<file path="config.mk">
export PLATFORM = sky130hd
export DESIGN_NAME = bg_palette_fade_ctrl
export DESIGN_NICKNAME = d
export VERILOG_FILES = /design/src/rtl/fade_pkg.sv /design/src/rtl/rgb_scaler.sv /design/src/rtl/bg_palette_fade_ctrl.sv
export SDC_FILE = /design/constraint.sdc
export NUM_CORES = 1
export LEC_CHECK = 0
export CORE_UTILIZATION = 50
export DETAILED_ROUTE_END_ITERATION = 6
export PLACE_DENSITY = 0.74
export SYNTH_ARGS = -nofsm -noshare
export SYNTH_HDL_FRONTEND = slang
export SYNTH_SLANG_ARGS = --single-unit
</file>
<file path="constraint.sdc">
create_clock -name clk -period 7.4 [get_ports clk]
set_input_delay 1.48 -clock clk [delete_from_list [all_inputs] [get_ports clk]]
set_output_delay 1.48 -clock clk [all_outputs]
set_load 0.02 [all_outputs]
</file>
<file path="src/rtl/fade_pkg.sv">
// Shared types and constants for the background palette fade controller.
//   fade_state_t : brightness FSM states
//   LEVEL_MAX    : full-brightness level (identity scaling)
//   LEVEL_W      : width of the brightness level (0..LEVEL_MAX)
package fade_pkg;

  typedef enum logic [1:0] {
    BRIGHT,
    FADING_OUT,
    DARK,
    FADING_IN
  } fade_state_t;

  localparam int LEVEL_MAX = 16;
  localparam int LEVEL_W   = 5;

endpackage

</file>
<file path="src/rtl/rgb_scaler.sv">
// Purely combinational per-channel brightness scaler.
//   rgb_i   in  12  {red, green, blue}, 4 bits each
//   level_i in   5  brightness 0..16
//   rgb_o   out 12  each channel = (c * level) >> 4
// With level 16 the product is c << 4, so the output equals the input exactly.
module rgb_scaler
  import fade_pkg::*;
(
  input  logic [11:0]        rgb_i,
  input  logic [LEVEL_W-1:0] level_i,
  output logic [11:0]        rgb_o
);

  for (genvar gi = 0; gi < 3; gi++) begin : g_chan
    logic [8:0] prod;
    assign prod = {5'b0, rgb_i[gi*4 +: 4]} * {4'b0, level_i};
    // Product never exceeds 15*16 = 240, so bits [7:4] hold the whole result.
    assign rgb_o[gi*4 +: 4] = 4'(prod >> 4);
  end

endmodule

</file>
<file path="src/rtl/bg_palette_fade_ctrl.sv">
// Frame-synchronous brightness controller between pixel fetch and the
// 16-entry background palette. Forwards the palette index, scales the
// returned RGB by a global level (0..16) that steps once every
// FRAMES_PER_STEP vsync pulses while fading.
//   clk, reset_n                 clock, synchronous active-low reset
//   vsync_pulse                  start-of-vblank strobe (steps happen here only)
//   fade_out_req / fade_in_req   level-sensitive fade requests (out wins)
//   pix_valid, pix_index         incoming pixel
//   pal_index                    combinational copy of pix_index
//   pal_red/green/blue           palette RGB for pal_index, same cycle
//   rgb_out, rgb_valid           scaled pixel, 2-cycle latency
//   level, busy, done            brightness, fading flag, terminal pulse
module bg_palette_fade_ctrl
  import fade_pkg::*;
#(
  parameter int unsigned FRAMES_PER_STEP = 4
) (
  input  logic               clk,
  input  logic               reset_n,
  input  logic               vsync_pulse,
  input  logic               fade_out_req,
  input  logic               fade_in_req,
  input  logic               pix_valid,
  input  logic [3:0]         pix_index,
  output logic [3:0]         pal_index,
  input  logic [3:0]         pal_red,
  input  logic [3:0]         pal_green,
  input  logic [3:0]         pal_blue,
  output logic [11:0]        rgb_out,
  output logic               rgb_valid,
  output logic [LEVEL_W-1:0] level,
  output logic               busy,
  output logic               done
);

  localparam logic [7:0]         CNT_LAST = 8'(FRAMES_PER_STEP - 1);
  localparam logic [LEVEL_W-1:0] LVL_FULL = LEVEL_W'(LEVEL_MAX);

  fade_state_t        state_q;
  logic [LEVEL_W-1:0] level_q;
  logic [7:0]         cnt_q;
  logic               done_q;
  logic               busy_q;

  logic [LEVEL_W-1:0] level_dn;
  logic [LEVEL_W-1:0] level_up;

  // Saturating neighbours: a reversal taken right at a terminal level must
  // not wrap past 0 or LEVEL_MAX.
  assign level_dn = (level_q == '0) ? '0 : level_q - 1'b1;
  assign level_up = (level_q >= LVL_FULL) ? LVL_FULL : level_q + 1'b1;

  always_ff @(posedge clk) begin
    if (!reset_n) begin
      state_q <= BRIGHT;
      level_q <= LVL_FULL;
      cnt_q   <= '0;
      done_q  <= 1'b0;
      busy_q  <= 1'b0;
    end else begin
      done_q <= 1'b0;
      if (fade_out_req && (state_q == BRIGHT || state_q == FADING_IN)) begin
        state_q <= FADING_OUT;
        cnt_q   <= '0;
        busy_q  <= 1'b1;
      end else if (fade_in_req && !fade_out_req &&
                   (state_q == DARK || state_q == FADING_OUT)) begin
        state_q <= FADING_IN;
        cnt_q   <= '0;
        busy_q  <= 1'b1;
      end else if (vsync_pulse && (state_q == FADING_OUT || state_q == FADING_IN)) begin
        // A vsync on a state-change cycle falls into the branches above and
        // is therefore not counted toward the new state.
        if (cnt_q == CNT_LAST) begin
          cnt_q <= '0;
          if (state_q == FADING_OUT) begin
            level_q <= level_dn;
            if (level_dn == '0) begin
              state_q <= DARK;
              busy_q  <= 1'b0;
              done_q  <= 1'b1;
            end
          end else begin
            level_q <= level_up;
            if (level_up == LVL_FULL) begin
              state_q <= BRIGHT;
              busy_q  <= 1'b0;
              done_q  <= 1'b1;
            end
          end
        end else begin
          cnt_q <= cnt_q + 8'd1;
        end
      end
    end
  end

  // Pixel pipeline: stage 1 captures raw RGB, valid and the level in force
  // during the fetch cycle; stage 2 registers the scaled result.
  logic [11:0]        s1_rgb_q;
  logic               s1_valid_q;
  logic [LEVEL_W-1:0] s1_level_q;
  logic [11:0]        scaled;
  logic [11:0]        rgb_out_d;
  logic [11:0]        rgb_out_q;
  logic               rgb_valid_q;

  rgb_scaler u_scaler (
    .rgb_i   (s1_rgb_q),
    .level_i (s1_level_q),
    .rgb_o   (scaled)
  );

  assign rgb_out_d = s1_valid_q ? scaled : 12'h000;

  always_ff @(posedge clk) begin
    if (!reset_n) begin
      s1_rgb_q    <= '0;
      s1_valid_q  <= 1'b0;
      s1_level_q  <= LVL_FULL;
      rgb_out_q   <= '0;
      rgb_valid_q <= 1'b0;
    end else begin
      s1_rgb_q    <= {pal_red, pal_green, pal_blue};
      s1_valid_q  <= pix_valid;
      s1_level_q  <= level_q;
      rgb_out_q   <= rgb_out_d;
      rgb_valid_q <= s1_valid_q;
    end
  end

  assign pal_index = pix_index;
  assign rgb_out   = rgb_out_q;
  assign rgb_valid = rgb_valid_q;
  assign level     = level_q;
  assign busy      = busy_q;
  assign done      = done_q;

endmodule

</file>
## Word-level counts from Yosys, hierarchy flattened

Index checks and enable logic that the tools add are counted.

- Output and inout port bits: 24
- Bits of input ports: 22
- Register bits: 48

- Bitwise gates (word level): 5
- $lt $le $gt $ge: 1
- Multipliers: 3
- $add $sub $neg: 3
- Equality and inequality tests: 7
- Muxes and demuxes: 21
- Reductions and logical operators: 24

Operators with widths:

| cell | count |
|---|---|
| 4-bit by 5-bit multiplier with 8-bit output | 3 |
| 5-bit two-way mux | 3 |
| 2-bit two-way mux | 6 |
| 4-bit AND reduction | 3 |
| 1-bit two-way mux | 11 |
| 5-bit logical NOT | 2 |
| 3-bit nonzero test | 3 |
| 8-bit by 1-bit adder with 8-bit output, second input constant | 1 |
| 8-bit by 2-bit equality test with 1-bit output, second input constant | 1 |
| 8-bit two-way mux | 1 |
| 5-bit by 1-bit adder with 5-bit output, second input constant | 1 |
| 5-bit equality test, second input constant | 1 |
| 5-bit >= comparator, second input constant | 1 |
| 1-bit inverter | 5 |
| 5-bit OR reduction | 1 |
| 5-bit by 1-bit subtractor with 5-bit output, second input constant | 1 |
| 2-bit equality test, second input constant | 2 |
| 1-bit logical AND | 4 |
| 4-bit by 2-bit inequality test with 1-bit output, second input constant | 1 |
| 2-bit nonzero test | 2 |
| 4-bit nonzero test | 1 |
| 1-bit logical OR | 3 |
| 3-bit by 1-bit inequality test with 1-bit output, second input constant | 1 |
| 3-bit OR reduction | 1 |
| 5 further kinds | 5 |

## Depth between registers and ports, before layout

Gate-level depths: netlist of run 1.

- Depth after elaboration: 9
- Mapped depth: 11
- Depth with buffers taken out: 10

## Cells and area by module

A second synthesis of run 1 with hierarchy kept.

- Cells, all modules: 355
- Area total of the unflattened synthesis: 3213.1 um^2

Modules (own cells, without submodules):

| module | cells each | instances | area an instance (um^2) |
|---|---|---|---|
| bg_palette_fade_ctrl | 184 | 1 | 1813.0 |
| rgb_scaler | 171 | 1 | 1400.1 |

## Worst setup path after synthesis of run 1

No wires, ideal clock.

- Path kind: input-to-output
- Start point: input pix_index[0]
- End point: output pal_index[0]
- Data arrival time: 1.614 ns
- Slack: 4.306 ns
- Stages: 1
- Data required time: 5.920 ns
- Path through: buf_4

RTL lines:

| item | RTL line | RTL |
|---|---|---|
| start, declared | bg_palette_fade_ctrl.sv:24 | `input logic [3:0] pix_index,` |
| end, declared | bg_palette_fade_ctrl.sv:25 | `output logic [3:0] pal_index,` |

No word-level cell between the ends.

## Final worst setup path of run 1

- Start point: input vsync_pulse
- End point: register level_q[4] (netlist: level[4])

- Word-level cells in the longest chain between the ends: 2

RTL lines:

| item | RTL line | RTL |
|---|---|---|
| start, declared | bg_palette_fade_ctrl.sv:20 | `input logic vsync_pulse,` |
| 1-bit logical AND | bg_palette_fade_ctrl.sv:71 | `end else if (vsync_pulse && (state_q == FADING_OUT \|\| state_q == FADING_IN)) begin` |
| 4-bit AND reduction (no source line) | -- |  |
| end signal, assigned | bg_palette_fade_ctrl.sv:77 | `level_q <= level_dn;` |
| end signal, assigned | bg_palette_fade_ctrl.sv:84 | `level_q <= level_up;` |
| end, declared | bg_palette_fade_ctrl.sv:40 | `logic [LEVEL_W-1:0] level_q;` |

Every way passes these cells.
A chain may end at the register's enable or synchronous reset.

==> impl_metrics.env, run 1 <==
export IMPL_status="complete, no violations"
export IMPL_overflow=0
export IMPL_num_rows=28
export IMPL_fmax_mhz=313
export IMPL_r2r_start="s1_level_q[1]"
export IMPL_grt_max_degree=26
export IMPL_final_setup_tns_ns=0
export IMPL_holdCritPathClass="reg2reg"
export IMPL_vdd_drop_max_v=0.000117
export IMPL_htreeDepth=2
export IMPL_synth_seq_cells=47
export IMPL_critPathRequiredTime_ns=7.57
export IMPL_cts_buffers_inserted=5
export IMPL_cts_tree="done"
export IMPL_coreArea_sq_mm=0.00596
export IMPL_die_h_microns=81.0
export IMPL_clock_latency_ns=0.30
export IMPL_cts_resized=0
export IMPL_first_iter_violations=135
export IMPL_cp_start_kind="input port"
export IMPL_rsz0062_at_grt="no"
export IMPL_drv_cap=0
export IMPL_synthTopCellsByArea="dfxtp_1 (30%), ha_1 (13%), and2_1 (9.8%)"
export IMPL_ctsHoldBuffers=0
export IMPL_critPathKind="in2reg"
export IMPL_synthCells=346
export IMPL_syn_nets=415
export IMPL_grt_first_pass_wirelength_microns=9940
export IMPL_yosysWarnings=0
export IMPL_drive_above_1_share_pct=3.20
export IMPL_clock_path_buffers=2
export IMPL_syn_area_per_cell_sq_um=9.02
export IMPL_synth_ff_type="dfxtp_1"
export IMPL_syn_area_sq_mm=0.00312
export IMPL_synthArstFlopShare_pct=0
export IMPL_final_hold_viol_count=0
export IMPL_period_share_pct=43.2
export IMPL_hp_start="cnt_q[1]"
export IMPL_detailed_place_hpwl_microns=4430
export IMPL_clkSlewWorstSetupHoldPaths_ns=0.09
export IMPL_first_global_vias=2248
export IMPL_synth_top_area_share_pct=30.1
export IMPL_initial_core_util_pct=52.4
export IMPL_cp_startpoint="vsync_pulse"
export IMPL_min_period_ns=3.20
export IMPL_ios=46
export IMPL_area_delta_synth_final_pct=15.3
export IMPL_diodes=0
export IMPL_place_gp_congestion=0.838
export IMPL_seq_area_sq_um=941
export IMPL_drc=0
export IMPL_dr_pass1_iters=4
export IMPL_synth_edf_count=0
export IMPL_cp_end_kind="flip-flop"
export IMPL_io_buffer_count=37
export IMPL_wl_microns=5800
export IMPL_num_vias=2450
export IMPL_tightest_slew_ns=0.681
export IMPL_grt_use_total_pct=19.3
export IMPL_finalMaxSlewViolations=0
export IMPL_seq_area_frac_synth_pct=30.1
export IMPL_die_area_sq_mm=0.00656
export IMPL_relSlewSlack_pct=54.2
export IMPL_finalSetupViolations=0
export IMPL_power_mw=0.507
export IMPL_fin_nets=443
export IMPL_cts_sinks=47
export IMPL_critPathMaxFanout=8
export IMPL_synth_largest_area_cell="dfxtp_1"
export IMPL_crit_arrival_ns=3.37
export IMPL_wl_per_cell_microns=12.9
export IMPL_clockRootBuffer="clkbuf_8"
export IMPL_dieWidth_microns=81.0
export IMPL_p_leak_nw=1.52
export IMPL_powerDensity_mw_per_mm2=141
export IMPL_viasPerCell=5.44
export IMPL_final_setup_skew_ns=0.00333
export IMPL_synth_cell_types=44
export IMPL_antenna_found_initial=0
export IMPL_multi_input_area_sq_mm=0.00202
export IMPL_ant_nets=0
export IMPL_fillers=526
export IMPL_post_cts_buffers=0
[cells in the final DEF (no fill, tap or decap), types with 4 or more instances in the layout]
cell type and instances:
or4_1 4, xnor2_1 14, and2_1 49, clkdlybuf4s50_1 37, a21oi_1 7, xor2_1 6, nor2_1 23, inv_1 21
ha_1 32, o2111ai_1 4, o21ai_0 8, nand4_1 9, o211ai_1 4, dfxtp_1 47, a211oi_1 5, nor3_1 4
fa_1 15, nand2_1 35, nand3_1 6, clkbuf_8 5
[area by class of cell]
class / count / share of cell area [%]
Clock buffer: 6 / 2.02
Inverter: 21 / 2.19
Sequential cell: 47 / 26.1
Tap cell: 75 / 2.61
Clock inverter: 2 / 0.452
Multi-Input combinational cell: 261 / 56.1
Timing Repair Buffer: 38 / 10.5
[logic make-up after synthesis]
family / synth area share [%]
xor+xnor: 5.61
flops: 30.1
fa+ha+maj: 22.4
buf+inv: 5.21
compound gates: 11.5
simple gates: 24.2
mux: 0.962
[synthesized netlist by cell type (all sizes together), types with 3 or more instances]
library cell,count
o21ai,8
a211oi,5
o211ai,4
xor2,6
o21bai,3
nand3,6
nor3,4
nand2,35
buf,5
clkbuf,12
inv,21
a2111o,3
xnor2,14
or4,4
dfxtp,47
nand4,9
ha,32
fa,15
nor2,23
nand2b,3
o2111ai,4
mux2i,3
a21oi,7
o31a,3
and2,49
[worst max-delay path: stages]
cell             delay [ns]
clkdlybuf4s50_1        0.49
o211ai_1               0.18
or4_1                  0.67
o41ai_1                0.40
o2111ai_1              0.15
[final timing paths]
check,endpoint,slack [ns],cells after the start
max,level[4],4.20,5
min,cnt_q[1],0.55,2
max reg2reg,rgb_out[11],4.28,10
min reg2reg,cnt_q[1],0.55,2
[registers in the layout, summed over array words and instances, names as in the netlist]
name        cells
rgb_valid       1
cnt_q           8
rgb_out        12
s1_rgb_q       12
done            1
level           5
state_q         2
s1_level_q      5
s1_valid_q      1
[metrics by stage]
| stage | cells | hold WS, ns | cell area, sq um | setup WS, ns | utilization, % |
|---|---|---|---|---|---|
| 6_report | 450 | 0.550 | 3600 | 4.20 | 60.4 |
| 4_1_cts | 450 | 0.552 | 3600 | 4.20 | 60.4 |
| 3_3_place_gp | 442 | 0.510 | 3510 | 3.91 | 58.9 |
| 5_1_grt | 450 | 0.582 | 3600 | 4.09 | 60.4 |
| 2_1_floorplan | 346 | 0.491 | 3120 | 4.31 | - |
| 3_5_place_dp | 442 | 0.532 | 3510 | 3.88 | 58.9 |
[layer usage]
metal  vias to the layer above  wire length (microns)  global-route usage, %
met5                         -                      0                      0
met4                         0                     19                   4.82
met3                         2                    248                   3.82
met2                        67                   2810                   33.9
met1                      1139                   2720                   24.0
li1                       1242                      -                      -
[power breakdown]
| group | internal, mW | switching [mW] | total (mW) |
|---|---|---|---|
| Combinational | 0.0371 | 0.0422 | 0.0793 |
| Clock | 0.0680 | 0.0915 | 0.160 |
| Sequential | 0.261 | 0.00736 | 0.268 |
No activity file was read; power rests on OpenSTA's default activity.
==> inputs of run 2 (changes only) <==
clock period = 3.2 ns   (was 7.4 ns; I/O delays follow)
==> run 2 against run 1 <==
Critical path depth increased by 5. Core utilization increased by 0.76 points. Via count increased by 1.7%. Register-to-register slack got worse by 4.1 ns. Critical endpoint is now rgb_out[7]. Die area unchanged. Routed wire length increased by 3.4%. Design area increased by 1.3%. Flip-flop and latch count unchanged. Clock power increased by 140%.
==> impl_metrics.env, run 2 (synthesis results as in run 1) <==
export IMPL_relSlewSlack_pct=62.3
export IMPL_fillers=519
export IMPL_critPathKind="reg2reg"
export IMPL_final_setup_skew_ns=0.0125
export IMPL_dr_pass1_iters=4
export IMPL_fin_nets=448
export IMPL_clkSlewWorstSetupHoldPaths_ns=0.10
export IMPL_ctsHoldBuffers=0
export IMPL_status="complete, no violations"
export IMPL_ant_nets=0
export IMPL_hold_depth=2
export IMPL_area_delta_synth_final_pct=16.7
export IMPL_power_mw=1.18
export IMPL_tightest_slew_ns=0.558
export IMPL_critPathRequiredTime_ns=3.43
export IMPL_drv_cap=0
export IMPL_first_iter_violations=133
export IMPL_diodes=0
export IMPL_cp_startpoint="s1_level_q[1]"
export IMPL_finalMaxSlewViolations=0
export IMPL_cts_tree="done"
export IMPL_wl_per_cell_microns=13.2
export IMPL_cts_buffers_inserted=5
export IMPL_drive_above_1_share_pct=5.26
export IMPL_p_leak_nw=1.55
export IMPL_dp_cells=447
export IMPL_place_gp_congestion=0.892
export IMPL_num_rows=28
export IMPL_drc=0
export IMPL_layout_commonest_cell="and2_1"
export IMPL_num_vias=2491
export IMPL_min_period_ns=3.03
export IMPL_cts_resized=0
export IMPL_cp_start_kind="flip-flop"
export IMPL_ff2ff_path_depth=10
export IMPL_cp_end_kind="flip-flop"
export IMPL_grt_first_pass_wirelength_microns=10400
export IMPL_post_cts_buffers=0
export IMPL_grt_use_total_pct=20.2
export IMPL_die_area_sq_mm=0.00656
export IMPL_grt_max_degree=18
export IMPL_clock_latency_ns=0.31
export IMPL_vdd_drop_max_v=0.000236
export IMPL_fin_ws_ns=0.166
export IMPL_clockRootBuffer="clkbuf_8"
export IMPL_wl_microns=6000
export IMPL_r2r_start="s1_level_q[1]"
export IMPL_whs_ns=0.561
export IMPL_ios=46
export IMPL_post_place_ws_ns=0.0834
export IMPL_period_share_pct=94.8
export IMPL_hold_path_end="cnt_q[1]"
export IMPL_viasPerCell=5.47
export IMPL_mostFrequentLayoutCells="and2_1 (49), dfxtp_1 (45), clkdlybuf4s50_1 (37)"
export IMPL_holdCritPathClass="reg2reg"
export IMPL_coreArea_sq_mm=0.00596
export IMPL_layout_cells_non_filler=455
export IMPL_first_global_vias=2394
export IMPL_final_hold_viol_count=0
export IMPL_clock_path_buffers=2
export IMPL_finalSetupViolations=0
export IMPL_initial_core_util_pct=52.4
export IMPL_overflow=0
export IMPL_utilization_pct=61.2
export IMPL_critPathMaxFanout=13
export IMPL_reg2reg_slack_ns=0.17
export IMPL_die_h_microns=81.0
export IMPL_hp_start="cnt_q[1]"
export IMPL_detailed_place_hpwl_microns=4600
export IMPL_timing_rr_end="rgb_out[7]"
export IMPL_powerDensity_mw_per_mm2=325
export IMPL_antenna_found_initial=0
export IMPL_dieWidth_microns=81.0
export IMPL_cts_sinks=47
export IMPL_fmax_mhz=330
export IMPL_htreeDepth=2
export IMPL_crit_arrival_ns=3.27
export IMPL_io_buffer_count=37
## run 2: layer usage
layer / track usage, % / part of all wire (%) / up-vias
met5: 0 / 0 / -
met4: 5.54 / 1.0 / 0
met3: 4.04 / 3.0 / 7
met2: 36.1 / 49 / 41
met1: 24.4 / 47 / 1194
li1: - / - / 1249
## run 2: worst max-delay path: stages (launching register included)
cell	delay (ns)
dfxtp_2	0.40
and2_1	0.21
fa_1	0.54
inv_1	0.06
fa_1	0.53
inv_1	0.05
ha_1	0.34
nand3_1	0.13
o2111ai_1	0.20
a2111o_1	0.44
o21ai_0	0.07
## run 2: per-stage QoR
stage	setup TNS [ns]	cell area [sq um]
after floorplan	0	3120
after global placement	0	3550
after detailed placement	0	3550
after CTS	0	3640
after global routing	-0.0312	3640
final	0	3640
## run 2: how the worst max path moves through the flow
| stage | slack (ns) | end | cells after the start |
|---|---|---|---|
| 2_1_floorplan | 0.25 | rgb_out[7] | 11 |
| 3_3_place_gp | 0.18 | rgb_out[7] | 10 |
| 3_5_place_dp | 0.08 | rgb_out[7] | 10 |
| 4_1_cts | 0.05 | rgb_out[7] | 10 |
| 5_1_grt | -0.03 | rgb_out[3] | 9 |
| 6_report | 0.17 | rgb_out[7] | 10 |
## run 2: cell type report
type	count	area, sq um	share of cell area (%)
multi-input cells	261	2020	55.4
flip-flops and latches	47	943	25.9
repair buffers	43	415	11.4
well taps	75	93.8	2.58
inverters	21	78.8	2.16
clock buffers	5	68.8	1.89
clock inverters	3	25.0	0.687
## run 2: report_power, final
part / internal, mW / leakage [nW] / switching [mW]
clock network: 0.159 / 0.0452 / 0.220
logic: 0.0867 / 1.12 / 0.0972
registers: 0.603 / 0.384 / 0.0164
total: 0.849 / 1.55 / 0.333
